<file path="src/rtl/traffic_pkg.sv">
// Shared definitions for the traffic phase controller: phase encoding,
// per-approach lamp patterns and the density popcount helper.
package traffic_pkg;

  typedef enum logic [2:0] {
    ST_CLEAR   = 3'd0,
    ST_GREEN   = 3'd1,
    ST_YELLOW  = 3'd2,
    ST_PGREEN  = 3'd3,
    ST_PYELLOW = 3'd4
  } phase_e;

  // Lamp order within an approach is {R,Y,G}.
  localparam logic [2:0] LAMP_R = 3'b100;
  localparam logic [2:0] LAMP_Y = 3'b010;
  localparam logic [2:0] LAMP_G = 3'b001;

  function automatic logic [1:0] popcount3(input logic [2:0] d);
    return 2'(d[0]) + 2'(d[1]) + 2'(d[2]);
  endfunction

endpackage

</file>
<file path="src/rtl/traffic_phase_ctrl_if.sv">
// Sensor and lamp bundle between the intersection environment (master) and
// the phase controller (slave).
interface traffic_phase_ctrl_if #(
  parameter int N_APPR = 4,
  parameter int IDX_W  = $clog2(N_APPR)
) ();

  // No handshake: inputs are level signals sampled on every rising clock
  // edge, outputs are registered and valid every cycle after reset.
  logic [3*N_APPR-1:0] density;
  logic [N_APPR-1:0]   preempt;
  logic [3*N_APPR-1:0] ID;
  logic [2:0]          state;
  logic [IDX_W-1:0]    active;
  logic [1:0]          level;
  logic                preempt_active;

  modport master (
    output density, preempt,
    input  ID, state, active, level, preempt_active
  );

  modport slave (
    input  density, preempt,
    output ID, state, active, level, preempt_active
  );

endinterface

</file>
<file path="src/rtl/rr_demand_pick.sv">
// Combinational round-robin search: first approach with demand at or after
// start_i, wrapping, so the approach just before start_i is examined last.
module rr_demand_pick #(
  parameter int N     = 4,
  parameter int IDX_W = $clog2(N)
) (
  input  logic [N-1:0]     demand_i,
  input  logic [IDX_W-1:0] start_i,
  output logic             valid_o,
  output logic [IDX_W-1:0] idx_o
);

  always_comb begin
    valid_o = 1'b0;
    idx_o   = start_i;
    // Walk offsets from far to near so the nearest hit overwrites the rest.
    for (int k = N - 1; k >= 0; k--) begin
      if (demand_i[(int'(start_i) + k) % N]) begin
        valid_o = 1'b1;
        idx_o   = IDX_W'((int'(start_i) + k) % N);
      end
    end
  end

endmodule

</file>
<file path="src/rtl/traffic_phase_ctrl.sv">
// Density-aware round-robin traffic phase controller with emergency preempt,
// fixed yellow and all-red clearance, and registered per-approach lamps.
module traffic_phase_ctrl
  import traffic_pkg::*;
#(
  parameter int N_APPR   = 4,
  parameter int IDX_W    = $clog2(N_APPR),
  parameter int CNT_W    = 6,
  parameter int T_MIN    = 4,
  parameter int T_STEP   = 4,
  parameter int T_YEL    = 3,
  parameter int T_ALLRED = 2
) (
  input logic                  clock,
  input logic                  clear,
  traffic_phase_ctrl_if.slave  bus
);

  if (T_MIN + 3 * T_STEP > (1 << CNT_W)) begin : g_cnt_chk
    $error("traffic_phase_ctrl: T_MIN+3*T_STEP does not fit in CNT_W bits");
  end

  localparam logic [CNT_W-1:0] YEL_LOAD    = CNT_W'(T_YEL - 1);
  localparam logic [CNT_W-1:0] ALLRED_LOAD = CNT_W'(T_ALLRED - 1);
  localparam logic [CNT_W-1:0] PMIN_LOAD   = CNT_W'(T_MIN - 1);

  phase_e              state_q, state_d;
  logic [CNT_W-1:0]    timer_q, timer_d;
  logic [IDX_W-1:0]    active_q, active_d;
  logic [1:0]          level_q, level_d;
  logic                pa_q, pa_d;
  logic [3*N_APPR-1:0] lamp_q, lamp_d;

  logic [N_APPR-1:0]   demand;
  logic [IDX_W-1:0]    start_idx;
  logic                pick_valid;
  logic [IDX_W-1:0]    pick_idx;
  logic [2:0]          pick_dens;
  logic [1:0]          pick_level;
  logic [CNT_W-1:0]    green_load;
  logic [CNT_W-1:0]    timer_dec;
  logic [IDX_W-1:0]    pre_idx;
  logic                pre_any;
  logic                pre_on_active;

  always_comb begin
    demand    = '0;
    pick_dens = '0;
    pre_idx   = '0;
    for (int i = 0; i < N_APPR; i++) begin
      demand[i] = |bus.density[3*i +: 3];
      if (IDX_W'(i) == pick_idx) pick_dens = bus.density[3*i +: 3];
    end
    // Lowest-index preempt request wins.
    for (int i = N_APPR - 1; i >= 0; i--) begin
      if (bus.preempt[i]) pre_idx = IDX_W'(i);
    end
  end

  assign start_idx     = (active_q == IDX_W'(N_APPR - 1)) ? '0 : active_q + IDX_W'(1);
  assign pre_any       = |bus.preempt;
  assign pre_on_active = bus.preempt[active_q];
  assign pick_level    = popcount3(pick_dens);
  assign green_load    = CNT_W'(T_MIN) + CNT_W'(T_STEP) * CNT_W'(pick_level) - CNT_W'(1);
  assign timer_dec     = (timer_q == '0) ? '0 : timer_q - CNT_W'(1);

  rr_demand_pick #(
    .N     (N_APPR),
    .IDX_W (IDX_W)
  ) u_pick (
    .demand_i (demand),
    .start_i  (start_idx),
    .valid_o  (pick_valid),
    .idx_o    (pick_idx)
  );

  always_comb begin
    state_d  = state_q;
    timer_d  = timer_dec;
    active_d = active_q;
    level_d  = level_q;
    pa_d     = pa_q;
    case (state_q)
      ST_CLEAR: begin
        if (timer_q == '0) begin
          if (pre_any) begin
            state_d  = ST_PGREEN;
            active_d = pre_idx;
            pa_d     = 1'b1;
            timer_d  = PMIN_LOAD;
          end else if (pick_valid) begin
            state_d  = ST_GREEN;
            active_d = pick_idx;
            level_d  = pick_level;
            timer_d  = green_load;
          end
        end
      end
      ST_GREEN: begin
        // Preempt on the served approach keeps the running green timer as its
        // minimum dwell instead of passing through yellow.
        if (pre_on_active) begin
          state_d = ST_PGREEN;
          pa_d    = 1'b1;
        end else if (pre_any || timer_q == '0) begin
          state_d = ST_YELLOW;
          timer_d = YEL_LOAD;
        end
      end
      ST_YELLOW: begin
        if (timer_q == '0) begin
          state_d = ST_CLEAR;
          timer_d = ALLRED_LOAD;
        end
      end
      ST_PGREEN: begin
        if (!pre_on_active && timer_q == '0) begin
          state_d = ST_PYELLOW;
          timer_d = YEL_LOAD;
        end
      end
      ST_PYELLOW: begin
        if (timer_q == '0) begin
          state_d = ST_CLEAR;
          pa_d    = 1'b0;
          timer_d = ALLRED_LOAD;
        end
      end
      default: begin
        state_d = ST_CLEAR;
        timer_d = ALLRED_LOAD;
      end
    endcase
  end

  // Lamps are derived from the next phase so they register alongside it.
  always_comb begin
    lamp_d = '0;
    for (int i = 0; i < N_APPR; i++) begin
      lamp_d[3*i +: 3] = LAMP_R;
      if (IDX_W'(i) == active_d) begin
        if (state_d == ST_GREEN || state_d == ST_PGREEN) lamp_d[3*i +: 3] = LAMP_G;
        else if (state_d == ST_YELLOW || state_d == ST_PYELLOW) lamp_d[3*i +: 3] = LAMP_Y;
      end
    end
  end

  always_ff @(posedge clock) begin
    if (clear) begin
      state_q  <= ST_CLEAR;
      timer_q  <= ALLRED_LOAD;
      active_q <= IDX_W'(N_APPR - 1);
      level_q  <= '0;
      pa_q     <= 1'b0;
      lamp_q   <= {N_APPR{LAMP_R}};
    end else begin
      state_q  <= state_d;
      timer_q  <= timer_d;
      active_q <= active_d;
      level_q  <= level_d;
      pa_q     <= pa_d;
      lamp_q   <= lamp_d;
    end
  end

  assign bus.ID             = lamp_q;
  assign bus.state          = state_q;
  assign bus.active         = active_q;
  assign bus.level          = level_q;
  assign bus.preempt_active = pa_q;

endmodule

</file>
<file path="src/flat_wrapper.sv">
// flat-port wrapper written by rule: the top's interface ports become plain ports
module traffic_phase_ctrl_flat import traffic_pkg::*;
#(
  parameter int N_APPR   = 4,
  parameter int IDX_W    = $clog2(N_APPR),
  parameter int CNT_W    = 6,
  parameter int T_MIN    = 4,
  parameter int T_STEP   = 4,
  parameter int T_YEL    = 3,
  parameter int T_ALLRED = 2
)
  (clock, clear, bus_density, bus_preempt, bus_ID, bus_state, bus_active, bus_level, bus_preempt_active);
  traffic_phase_ctrl_if #(.N_APPR(N_APPR), .IDX_W(IDX_W)) bus_i ();
  input logic clock;
  input logic clear;
  input wire logic [$bits(bus_i.density)-1:0] bus_density;
  input wire logic [$bits(bus_i.preempt)-1:0] bus_preempt;
  output wire logic [$bits(bus_i.ID)-1:0] bus_ID;
  output wire logic [$bits(bus_i.state)-1:0] bus_state;
  output wire logic [$bits(bus_i.active)-1:0] bus_active;
  output wire logic [$bits(bus_i.level)-1:0] bus_level;
  output wire logic [$bits(bus_i.preempt_active)-1:0] bus_preempt_active;
  assign bus_i.density = bus_density;
  assign bus_i.preempt = bus_preempt;
  assign bus_ID = bus_i.ID;
  assign bus_state = bus_i.state;
  assign bus_active = bus_i.active;
  assign bus_level = bus_i.level;
  assign bus_preempt_active = bus_i.preempt_active;
  traffic_phase_ctrl #(.N_APPR(N_APPR), .IDX_W(IDX_W), .CNT_W(CNT_W), .T_MIN(T_MIN), .T_STEP(T_STEP), .T_YEL(T_YEL), .T_ALLRED(T_ALLRED)) u_core (.clock(clock), .clear(clear), .bus(bus_i));
endmodule
</file>
<file path="config.mk">
export PLATFORM = sky130hd
export DESIGN_NAME = traffic_phase_ctrl_flat
export DESIGN_NICKNAME = d
export VERILOG_FILES = /design/src/rtl/traffic_pkg.sv /design/src/rtl/traffic_phase_ctrl_if.sv /design/src/rtl/rr_demand_pick.sv /design/src/rtl/traffic_phase_ctrl.sv /design/src/flat_wrapper.sv
export SDC_FILE = /design/constraint.sdc
export NUM_CORES = 1
export LEC_CHECK = 0
export BUFFER_PORTS_ARGS = -buffer_cell sky130_fd_sc_hd__buf_4
export CORE_AREA = 2 2 56 58
export CTS_CLUSTER_DIAMETER = 120
export DETAILED_ROUTE_END_ITERATION = 12
export DIE_AREA = 0 0 58 60
export PLACE_DENSITY = 0.82
export SETUP_SLACK_MARGIN = 0.15
export SYNTH_ARGS = -nofsm -noshare
export SYNTH_HDL_FRONTEND = slang
export SYNTH_SLANG_ARGS = --single-unit
</file>
<file path="constraint.sdc">
create_clock -name clock -period 7.6 [get_ports clock]
set_clock_uncertainty 0.2 [all_clocks]
set_input_delay 1.14 -clock clock [delete_from_list [all_inputs] [get_ports clock]]
set_output_delay 1.14 -clock clock [all_outputs]
set_load 0.01 [all_outputs]
</file>
==> impl_metrics.csv, run 1 <==
group,metric,value,unit
status,outcome,"completed",
synth,synth_top_flop_cell,"sky130_fd_sc_hd__dfxtp_1",
floorplan,initial_utilization,52.0,%
grt,grt_pass1_vias,1408,
power_and_ir_drop,p_int,0.421,mW
floorplan,num_io_pins,38,
floorplan,die-area,0.00348,sq mm
clocking,worstSkewPairLatency,0.32,ns
synth,post_synth_fa_ha_maj_area_fraction,4.64,%
timing,post-route-min-period,4.08,ns
timing,grt_setup_unrepaired,"false",
final_layout,nets,244,
routing,route.top_layer_used,"met4",
final_layout,insertedDiodeCount,0,
synth,syn_inst,182,
grt,maximum_number_of_pins_on_one_net_before_global_route_repair,16,
synth,synth_cell_type_count,46,
routing,detailroute.wirelength.met2,1780,um
clocking,cts.reportedPaths.clkPinSlew,0.14,ns
routing,detailroute.via_count,1561,
critical_path,critical_path_peak_fanout,8,
power_and_ir_drop,pwr-share-seq,28.4,%
floorplan,chipWidth,58,um
power_and_ir_drop,static-leakage-power,0.775,nW
final_layout,final_layout_size_suffix_gt1_share,21.8,%
clocking,clock-root-buffer,"sky130_fd_sc_hd__clkbuf_4",
power_and_ir_drop,power.switching_fraction,45.2,%
routing,wl_met1,1640,um
synth,synth.cell_area,0.00151,sq mm
timing,setup-tns-final,0,ns
clocking,tritoncts_clock_tree,"done",
routing,drt-vias-per-instance,6.17,
synth,synth-simple-area-share,25.3,%
timing,timing.slew.headroom,46.3,%
power_and_ir_drop,net_switching_power,0.347,mW
final_layout,flow.area_growth_from_synthesis,23.9,%
placed_design,io_buffer_count,37,
routing,drcViolationCount,0,
clocking,ctsLongestPathBuffers,2,
placed_design,total_placed_instance_area,0.00182,sq mm
routing,detail_route.wl_per_cell,14.9,um
clocking,cts_hold_repair.buffers,0,
clocking,postCtsSetupBuffers,0,
placed_design,detailed_place_hpwl,2900,um
critical_path,timing_worst_setup_path_type,"in2reg",
synth,synth_top_family_by_area,"simple AND/OR/NAND/NOR gates",
synth,synth-compound-area-share,23.9,%
timing,fin_crit_sh,53.7,%
routing,met3RoutedLength,298,um
power_and_ir_drop,clkPwrFrac,12.5,%
routing,first_pass_iters,4,
routing,detail_route.iter0.violations,109,
grt,grt_util_all_layers,23.3,%
grt,grt-ovfl-total,0,
power_and_ir_drop,comb_power_share,59.1,%
synth,share_of_synthesized_area_spent_on_multiplexers,5.72,%
placed_design,gp_congestion,0.917,
hold_path,hold_path_class,"reg2reg",
power_and_ir_drop,power_density,411,mW/mm^2
critical_path,setup.worst_path.end_class,"register",
clocking,clkSinkCount,26,
clocking,cts_buffers,3,
grt,grt_first_pass_wirelength,6320,um
clocking,cts_h_tree_depth,1,
synth,synth-xor-area-share,1.74,%
synth,post_synthesis_net_count,205,
timing,finalHoldViolations,0,
critical_path,cp_data_required_time,7.66,ns
timing,slew_viol_final,0,
timing,finalSetupViolCount,0,
clocking,post_cts_resize_count,0,
final_layout,most_common_library_cell_in_the_layout_ignoring_fill_and_taps,"sky130_fd_sc_hd__buf_4",
grt,grt_antenna_before_repair,0,
critical_path,worst_reg2reg_setup_slack,3.95,ns
synth,synth_enable_flop_cells,0,
synth,ys_seq_elements,26,
critical_path,crit_path_start_kind,"input pin",
synth,mean_post_synth_cell_area,8.30,sq um
run,cap_violations,0,
final_layout,layout_common_cells,"sky130_fd_sc_hd__buf_4, sky130_fd_sc_hd__dfxtp_1, sky130_fd_sc_hd__nor3_1, sky130_fd_sc_hd__a21oi_1",
floorplan,rows,20,
routing,drt_wl_total,3770,um
synth,ys.warnings.count,0,
timing,maxClockFrequency,0.245,GHz
timing,worstMarginPinSlew,0.801,ns
floorplan,die_h,60,um
synth,yosysSeqAreaShare,34.5,%
final_layout,post-route-cell-area,0.00187,sq mm
final_layout,fillCellCount,247,
synth,synthArstFlopShare,0,%
critical_path,arrival,4.15,ns
power_and_ir_drop,peakVddDrop,301,uV
floorplan,core_box_area,0.00290,sq mm
routing,antenna_violating_nets_post_route,0,
## Yosys cell counts, types with 2 or more instances
cell	number	share of area, %
sky130_fd_sc_hd__dfxtp_1	26	34
sky130_fd_sc_hd__a21oi_1	19	6.3
sky130_fd_sc_hd__nor3_1	19	6.3
sky130_fd_sc_hd__inv_1	12	3.0
sky130_fd_sc_hd__nand2_1	12	3.0
sky130_fd_sc_hd__nor2_1	12	3.0
sky130_fd_sc_hd__nand3_1	9	3.0
sky130_fd_sc_hd__mux2i_1	6	4.0
sky130_fd_sc_hd__o21ai_0	6	2.0
sky130_fd_sc_hd__nand4_1	5	2.1
sky130_fd_sc_hd__ha_1	4	3.3
sky130_fd_sc_hd__nor4_1	4	1.7
sky130_fd_sc_hd__o22a_1	4	2.3
sky130_fd_sc_hd__or3_1	4	1.7
sky130_fd_sc_hd__buf_2	3	0.99
sky130_fd_sc_hd__xor2_1	3	1.7
sky130_fd_sc_hd__a211oi_1	2	0.99
sky130_fd_sc_hd__a21o_1	2	0.99
sky130_fd_sc_hd__nor4b_1	2	1.2
sky130_fd_sc_hd__o21a_1	2	0.99
## flip-flops by register name, indices dropped and copies added (netlist names)
| register | cells |
|---|---|
| u_core.timer_q | 6 |
| u_core.bus.preempt_active | 1 |
| u_core.bus.state | 3 |
| u_core.bus.active | 2 |
| u_core.bus.ID | 12 |
| u_core.bus.level | 2 |
## path summary, 6_finish.rpt
check | cells after the start | start | end
hold reg to reg | 2 | u_core.bus.level[0]$_SDFFE_PP0P_ | u_core.bus.level[0]$_SDFFE_PP0P_
hold / removal | 2 | u_core.bus.level[0]$_SDFFE_PP0P_ | u_core.bus.level[0]$_SDFFE_PP0P_
setup reg to reg | 10 | u_core.bus.active[0]$_SDFF_PP1_ | u_core.timer_q[5]$_SDFF_PP0_
setup / recovery | 10 | bus_density[5] | u_core.timer_q[5]$_SDFF_PP0_
## critical path: stages
cell and delay, ns:
sky130_fd_sc_hd__buf_4 0.12, sky130_fd_sc_hd__or3_1 0.42, sky130_fd_sc_hd__a221o_1 0.41, sky130_fd_sc_hd__a21oi_4 0.32
sky130_fd_sc_hd__mux2i_1 0.14, sky130_fd_sc_hd__o22a_1 0.23, sky130_fd_sc_hd__fa_1 0.53, sky130_fd_sc_hd__ha_1 0.21
sky130_fd_sc_hd__or4_1 0.46, sky130_fd_sc_hd__a21oi_1 0.16
## cell type report
type	instances	area (sq um)	share of cell area, %
Tap cell	33	41.3	2.21
Timing Repair Buffer	38	285	15.3
Multi-Input combinational cell	140	926	49.5
Sequential cell	26	520	27.8
Clock inverter	1	30.0	1.61
Clock buffer	3	22.5	1.20
Inverter	12	45.0	2.41
## logic make-up after synthesis
logic type                 Yosys count
AOI/OAI and AO/OA                   52
xor gates and xnor gates             3
adders and majority gates            5
buffers and inverters               16
DFF                                 26
muxes                                7
and+or+nand+nor                     73
## stage by stage
step / utilization, % / power, mW / worst slack, ns / std cells / hold slack [ns]
final: 64.4 / 0.768 / 3.52 / 253 / 0.263
after global routing: 64.4 / 0.830 / 3.42 / 253 / 0.284
after CTS: 64.4 / 0.765 / 3.52 / 253 / 0.267
after detailed placement: 62.6 / 0.667 / 3.18 / 249 / 0.248
after global placement: 62.6 / 0.655 / 3.28 / 249 / 0.241
after floorplan: - / 0.548 / 3.48 / 182 / 0.276
## power by group through the flow
stage,combinational (mW),sequential (mW),clock [mW]
floorplan,0.332,0.217,0
global placement,0.436,0.219,0
finish,0.454,0.218,0.0963
CTS,0.450,0.217,0.0974
global route,0.502,0.224,0.103
detailed placement,0.448,0.219,0
## metal layers
metal / vias up / GRT usage [%]
met5: - / 0
met4: 0 / 6.64
met3: 6 / 4.11
met2: 79 / 39.9
met1: 707 / 30.1
li1: 769 / -
(Power assumes the default switching activity.)
==> inputs of run 2 (changes only) <==
--- a/config.mk
+++ b/config.mk
@@ -5,11 +5,12 @@
 export SDC_FILE = /design/constraint.sdc
 export NUM_CORES = 1
 export LEC_CHECK = 0
+export ABC_AREA = 1
 export BUFFER_PORTS_ARGS = -buffer_cell sky130_fd_sc_hd__buf_4
-export CORE_AREA = 2 2 56 58
+export CORE_AREA = 2 2 61 63
 export CTS_CLUSTER_DIAMETER = 120
 export DETAILED_ROUTE_END_ITERATION = 12
-export DIE_AREA = 0 0 58 60
+export DIE_AREA = 0 0 63 65
 export PLACE_DENSITY = 0.82
 export SETUP_SLACK_MARGIN = 0.15
 export SYNTH_ARGS = -nofsm -noshare
==> constraint.sdc (replaced) <==
create_clock -name clock -period 3.9 [get_ports clock]
set_clock_uncertainty 0.2 [all_clocks]
set_input_delay 0.585 -clock clock [delete_from_list [all_inputs] [get_ports clock]]
set_output_delay 0.585 -clock clock [all_outputs]
set_load 0.01 [all_outputs]
==> run 2 against run 1 <==
Effect of this change:
- synthesized cell count increased by 52%
- flip-flop and latch count unchanged
- total power rose to 2.8 times the previous value
- die area increased by 18%
- critical path depth grew 11
- largest power group unchanged
- register-to-register slack lost 3.4 ns
- largest cell class unchanged
==> impl_metrics.csv, run 2 <==
group,metric,value,unit
timing,finalSetupViolCount,0,
routing,detail_route.iter0.violations,81,
synth,post_synthesis_net_count,300,
timing,worstMarginPinSlew,0.527,ns
hold_path,hold_path_class,"in2reg",
final_layout,final_layout_size_suffix_gt1_share,28.2,%
timing,setup_ws,0.541,ns
synth,synthArstFlopShare,0,%
routing,drcViolationCount,0,
grt,grt_util_all_layers,21.5,%
final_layout,layout_common_cells,"sky130_fd_sc_hd__nand2_1, sky130_fd_sc_hd__inv_1, sky130_fd_sc_hd__buf_4, sky130_fd_sc_hd__nor2_1, sky130_fd_sc_hd__dfxtp_1",
grt,grt_first_pass_wirelength,7310,um
power_and_ir_drop,peakVddDrop,557,uV
grt,maximum_number_of_pins_on_one_net_before_global_route_repair,16,
clocking,clock-root-buffer,"sky130_fd_sc_hd__clkbuf_4",
synth,post-synth-top-count-cell,"sky130_fd_sc_hd__nand2_1",
final_layout,most_common_library_cell_in_the_layout_ignoring_fill_and_taps,"sky130_fd_sc_hd__nand2_1",
critical_path,cp_data_required_time,3.97,ns
placed_design,place_worst_setup_slack,0.326,ns
critical_path,setup.worst_path.end_class,"register",
floorplan,rows,22,
final_layout,final_cells,367,
synth,synth_top_cell_area_share,28.2,%
synth,synth_enable_flop_cells,0,
synth,mean_post_synth_cell_area,6.67,sq um
final_layout,nets,343,
placed_design,io_buffer_count,37,
routing,first_pass_iters,5,
synth,synth_top_flop_cell,"sky130_fd_sc_hd__dfxtp_1",
routing,drt_wl_total,4050,um
synth,post_synth_most_frequent_cells,"sky130_fd_sc_hd__nand2_1, sky130_fd_sc_hd__inv_1, sky130_fd_sc_hd__nor2_1",
floorplan,num_io_pins,38,
clocking,clkSinkCount,26,
routing,detail_route.wl_per_cell,11.0,um
synth,post-synth-top-area-cell,"sky130_fd_sc_hd__dfxtp_1",
final_layout,insertedDiodeCount,0,
clocking,ctsLongestPathBuffers,2,
routing,detailroute.via_count,1847,
clocking,worstSkewPairLatency,0.33,ns
status,outcome,"completed",
floorplan,die-area,0.00410,sq mm
grt,grt_antenna_before_repair,0,
clocking,cts_hold_repair.buffers,0,
synth,synth_top_cells_by_area,"sky130_fd_sc_hd__dfxtp_1, sky130_fd_sc_hd__nand2_1, sky130_fd_sc_hd__inv_1",
power_and_ir_drop,power_density,967,mW/mm^2
final_layout,max_ffs_per_register,12,
floorplan,die_h,65,um
timing,grt_setup_unrepaired,"false",
floorplan,initial_utilization,52.8,%
synth,synth.cell_area,0.00185,sq mm
timing,slew_viol_final,0,
clocking,cts.reportedPaths.clkPinSlew,0.15,ns
clocking,tritoncts_clock_tree,"done",
timing,setup-tns-final,0,ns
timing,finalHoldViolations,0,
synth,syn_inst,277,
timing,post-route-min-period,3.36,ns
synth,ys_seq_elements,26,
final_layout,fillCellCount,319,
run,cap_violations,0,
placed_design,gp_congestion,0.857,
timing,maxClockFrequency,0.298,GHz
synth,synth_cell_type_count,28,
critical_path,timing_worst_setup_path_type,"reg2reg",
timing,hold_ws,0.280,ns
grt,grt_pass1_vias,1753,
floorplan,chipWidth,63,um
clocking,cts_h_tree_depth,1,
synth,yosysSeqAreaShare,28.2,%
final_layout,flow.area_growth_from_synthesis,22.6,%
routing,drt-vias-per-instance,5.03,
critical_path,arrival,3.43,ns
floorplan,core_box_area,0.00350,sq mm
power_and_ir_drop,static-leakage-power,1.13,nW
critical_path,crit_path_start_kind,"register",
critical_path,critical_path_peak_fanout,10,
placed_design,detailed_place_hpwl,3260,um
routing,antenna_violating_nets_post_route,0,
timing,fin_crit_sh,86.1,%
clocking,cts_buffers,3,
grt,grt-ovfl-total,0,
timing,timing.slew.headroom,64.6,%
placed_design,placed_cells,363,
synth,ys.warnings.count,0,
## run 2: worst paths after layout
| kind | startpoint | to | slack, ns | cells after the start |
|---|---|---|---|---|
| max | u_core.bus.active[1]$_SDFF_PP1_ | u_core.timer_q[4]$_SDFF_PP0_ | 0.54 | 21 |
| max reg2reg | u_core.bus.active[1]$_SDFF_PP1_ | u_core.timer_q[4]$_SDFF_PP0_ | 0.54 | 21 |
| min reg2reg | u_core.bus.level[0]$_SDFFE_PP0P_ | u_core.bus.level[0]$_SDFFE_PP0P_ | 0.29 | 2 |
| min | clear | u_core.bus.level[0]$_SDFFE_PP0P_ | 0.28 | 2 |
## run 2: cells by family (layout without fill, tap and decap cells)
logic type	after synthesis	in the layout	share of synthesized area (%)
AOI/OAI and AO/OA	36	36	10.2
xor gates and xnor gates	2	2	0.949
adders and majority gates	5	5	3.79
buffers and inverters	49	91	9.96
DFF	26	26	28.2
and+or+nand+nor	159	159	46.9
## run 2: what timing repair did
item	in CTS	in global routing
endpoints found under the setup margin	0	2
endpoints found under the hold margin	0	0
gates resized for setup	0	5
buffers inserted	0	0
## run 2: through the flow
stage / power [mW] / utilization, % / instance area (sq um)
floorplan: 1.66 / - / 1850
global placement: 1.93 / 62.7 / 2190
detailed placement: 1.97 / 62.7 / 2190
CTS: 2.16 / 64.2 / 2240
global route: 2.44 / 64.7 / 2260
finish: 2.19 / 64.7 / 2260
## run 2: layer usage
metal	track usage (%)	up-vias	part of all wire [%]
met4	5.28	0	0.89
li1	-	972	-
met1	27.4	839	47
met5	0	-	0
met3	2.95	4	3.5
met2	38.2	32	49
## run 2: final cells by class
type	instances	area [sq um]	share of cell area (%)
Tap cell	48	60.1	2.65
Clock buffer	3	22.5	0.995
Timing Repair Buffer	38	285	12.6
Sequential cell	26	522	23.1
Multi-Input combinational cell	202	1160	51.2
Inverter	49	184	8.13
Clock inverter	1	30.0	1.33
## run 2: power breakdown
group | switching, mW | internal, mW | total [mW]
sequential | 0.0457 | 0.341 | 0.386
combinational | 1.01 | 0.599 | 1.61
clock | 0.0843 | 0.104 | 0.188
total | 1.14 | 1.04 | 2.19
## run 2: worst max-delay path, cell delays in order (launching register included)
cell	delay, ns
sky130_fd_sc_hd__dfxtp_2	0.42
sky130_fd_sc_hd__ha_4	0.24
sky130_fd_sc_hd__inv_2	0.10
sky130_fd_sc_hd__o21ai_0	0.09
sky130_fd_sc_hd__nand2_1	0.10
sky130_fd_sc_hd__nand3_1	0.11
sky130_fd_sc_hd__nand2_2	0.12
sky130_fd_sc_hd__inv_1	0.05
sky130_fd_sc_hd__nand2_2	0.07
sky130_fd_sc_hd__nand3_2	0.11
sky130_fd_sc_hd__nand2_4	0.15
sky130_fd_sc_hd__nor2_2	0.05
sky130_fd_sc_hd__nand2_1	0.06
sky130_fd_sc_hd__nand2_1	0.04
sky130_fd_sc_hd__o21ai_1	0.11
sky130_fd_sc_hd__inv_1	0.07
sky130_fd_sc_hd__fa_1	0.58
sky130_fd_sc_hd__inv_1	0.08
sky130_fd_sc_hd__ha_1	0.21
sky130_fd_sc_hd__xor2_1	0.15
sky130_fd_sc_hd__nand2_1	0.07
sky130_fd_sc_hd__a21oi_1	0.13
==> inputs of run 3 (changes only) <==
--- a/config.mk
+++ b/config.mk
@@ -11,6 +11,7 @@
 export CTS_CLUSTER_DIAMETER = 120
 export DETAILED_ROUTE_END_ITERATION = 12
 export DIE_AREA = 0 0 63 65
+export MAX_ROUTING_LAYER = met4
 export PLACE_DENSITY = 0.82
 export SETUP_SLACK_MARGIN = 0.15
 export SYNTH_ARGS = -nofsm -noshare
==> run 3 against run 2 <==
Effect of this change:
- die area unchanged
- total power about the same
- via count decreased by 0.11%
- first-iteration DRC count decreased by 4.9%
- non-clock buffer count unchanged
- sequential power about the same
- register-to-register slack about the same
- clock power about the same
- largest power group unchanged
==> impl_metrics.csv, run 3 (synthesis gave the netlist of run 2 again) <==
group,metric,value,unit
critical_path,worst_path_max_delay_cell,"sky130_fd_sc_hd__fa_1",
final_layout,utilization,64.7,%
power_and_ir_drop,peakVddDrop,557,uV
final_layout,post-route-cell-area,0.00226,sq mm
critical_path,r2r-end,"u_core.timer_q[4]$_SDFF_PP0_",
run,cap_violations,0,
floorplan,core_box_area,0.00350,sq mm
grt,grt.busiest_layer,"met2",
clocking,clkSinkCount,26,
clocking,worstSkewPairLatency,0.33,ns
grt,grt_first_pass_wirelength,7310,um
floorplan,num_io_pins,38,
clocking,clock-root-buffer,"sky130_fd_sc_hd__clkbuf_4",
grt,grt.met1_usage,27.6,%
timing,fin_crit_sh,86.1,%
power_and_ir_drop,power_density,967,mW/mm^2
power_and_ir_drop,p_total,2.19,mW
final_layout,layout_common_cells,"sky130_fd_sc_hd__nand2_1, sky130_fd_sc_hd__inv_1, sky130_fd_sc_hd__buf_4, sky130_fd_sc_hd__nor2_1, sky130_fd_sc_hd__dfxtp_1",
final_layout,flow.area_growth_from_synthesis,22.6,%
placed_design,detailed_place_hpwl,3260,um
timing,worstMarginPinSlew,0.527,ns
clocking,cts_hold_repair.buffers,0,
routing,antenna_violating_nets_post_route,0,
placed_design,io_buffer_count,37,
critical_path,arrival,3.43,ns
grt,grt_antenna_before_repair,0,
power_and_ir_drop,static-leakage-power,1.13,nW
grt,maximum_number_of_pins_on_one_net_before_global_route_repair,16,
critical_path,setup.worst_path.end_class,"register",
routing,detailroute.via_count,1845,
timing,grt_setup_unrepaired,"false",
timing,timing.slew.headroom,64.6,%
clocking,postCtsSetupBuffers,0,
placed_design,total_placed_instance_area,0.00219,sq mm
grt,grt_util_all_layers,22.1,%
final_layout,nets,343,
hold_path,hold_path_class,"in2reg",
grt,grt_use_met3,2.60,%
critical_path,worst_reg2reg_setup_slack,0.54,ns
hold_path,worst_hold_startpoint,"clear",
routing,detail_route.iter0.violations,77,
routing,first_pass_iters,5,
timing,finalSetupViolCount,0,
final_layout,insertedDiodeCount,0,
final_layout,most_common_library_cell_in_the_layout_ignoring_fill_and_taps,"sky130_fd_sc_hd__nand2_1",
critical_path,reg2reg_from,"u_core.bus.active[1]$_SDFF_PP1_",
floorplan,initial_utilization,52.8,%
final_layout,final_layout_size_suffix_gt1_share,28.2,%
critical_path,critical_path_peak_fanout,10,
timing,finalHoldViolations,0,
status,outcome,"completed",
routing,drt_wl_total,4050,um
routing,drcViolationCount,0,
timing,post-route-min-period,3.36,ns
grt,grt-ovfl-total,0,
hold_path,min_to,"u_core.bus.level[0]$_SDFFE_PP0P_",
hold_path,hold_path_stages,2,
timing,slew_viol_final,0,
placed_design,gp_congestion,0.870,
timing,maxClockFrequency,0.298,GHz
clocking,cts_h_tree_depth,1,
timing,hold_ws,0.280,ns
routing,detail_route.wl_per_cell,11.0,um
timing,setup-tns-final,0,ns
critical_path,critPathMostFrequentCell,"sky130_fd_sc_hd__nand2_1",
critical_path,ff2ff_path_depth,21,
routing,drt-vias-per-instance,5.03,
critical_path,worst_path_largest_cell_delay,0.58,ns
clocking,cts_buffers,3,
critical_path,timing_worst_setup_path_type,"reg2reg",
critical_path,worstPathCellList,"ha_4, inv_2, o21ai_0, nand2_1, nand3_1, nand2_2, inv_1, nand2_2, nand3_2, nand2_4, nor2_2, nand2_1, nand2_1, o21ai_1, inv_1, fa_1, inv_1, ha_1, xor2_1, nand2_1, a21oi_1",
grt,grt.met2_usage,38.2,%
clocking,cts.reportedPaths.clkPinSlew,0.15,ns
floorplan,rows,22,
floorplan,die-area,0.00410,sq mm
critical_path,cp_data_required_time,3.97,ns
grt,grt_pass1_vias,1757,
floorplan,chipWidth,63,um
final_layout,max_ffs_per_register,12,
clocking,ctsLongestPathBuffers,2,
critical_path,crit_path_start_kind,"register",
clocking,tritoncts_clock_tree,"done",
floorplan,die_h,65,um
==> run 3: cell counts in the layout (fill, tap and decap cells not counted) <==
Identical to the previous run, type by type.
==> run 3: what timing repair did <==
action / CTS / global route
setup endpoints to repair: 0 / 2
endpoints found under the hold margin: 0 / 0
resized for setup: 0 / 5
==> run 3: worst max path at each step <==
stage | startpoint | endpoint | slack, ns | cells after the start
6_report | u_core.bus.active[1]$_SDFF_PP1_ | u_core.timer_q[4]$_SDFF_PP0_ | 0.54 | 21
5_1_grt | u_core.bus.active[1]$_SDFF_PP1_ | u_core.timer_q[4]$_SDFF_PP0_ | 0.24 | 21
3_5_place_dp | u_core.bus.active[1]$_SDFF_PP1_ | u_core.timer_q[4]$_SDFF_PP0_ | 0.33 | 21
4_1_cts | u_core.bus.active[1]$_SDFF_PP1_ | u_core.timer_q[4]$_SDFF_PP0_ | 0.28 | 21
2_1_floorplan | u_core.bus.active[0]$_SDFF_PP1_ | u_core.timer_q[4]$_SDFF_PP0_ | 0.43 | 21
3_3_place_gp | u_core.bus.active[1]$_SDFF_PP1_ | u_core.timer_q[4]$_SDFF_PP0_ | 0.39 | 21
==> run 3: area by class of cell <==
cell class                      instances  area, sq um
Fill cell                             319         1230
Multi-Input combinational cell        202         1160
Sequential cell                        26          522
Timing Repair Buffer                   38          285
Inverter                               49          184
Tap cell                               48         60.1
Clock inverter                          1         30.0
Clock buffer                            3         22.5
==> run 3: power breakdown <==
group	switching [mW]	internal (mW)
registers	0.0457	0.341
clock network	0.0842	0.104
logic	1.01	0.599
==> run 3: critical path, delay by kind of cell (launching register included) <==
kind	cells	cell delay, ns
adders and majority gates	3	1.03
and+or+nand+nor	10	0.88
DFF	1	0.42
AOI/OAI and AO/OA	3	0.33
buffers and inverters	4	0.30
xor gates and xnor gates	1	0.15
==> run 3: per-stage QoR <==
stage | setup WS, ns | instances
global placement | 0.387 | 363
detailed placement | 0.326 | 363
floorplan | 0.430 | 277
CTS | 0.284 | 367
global route | 0.236 | 367
finish | 0.541 | 367
==> run 3: layer usage <==
| layer | vias to the layer above | part of all wire, % |
|---|---|---|
| met3 | 4 | 3.3 |
| met2 | 30 | 49 |
| met4 | 0 | 0.84 |
| met1 | 839 | 47 |
| li1 | 972 | - |
| met5 | - | 0 |
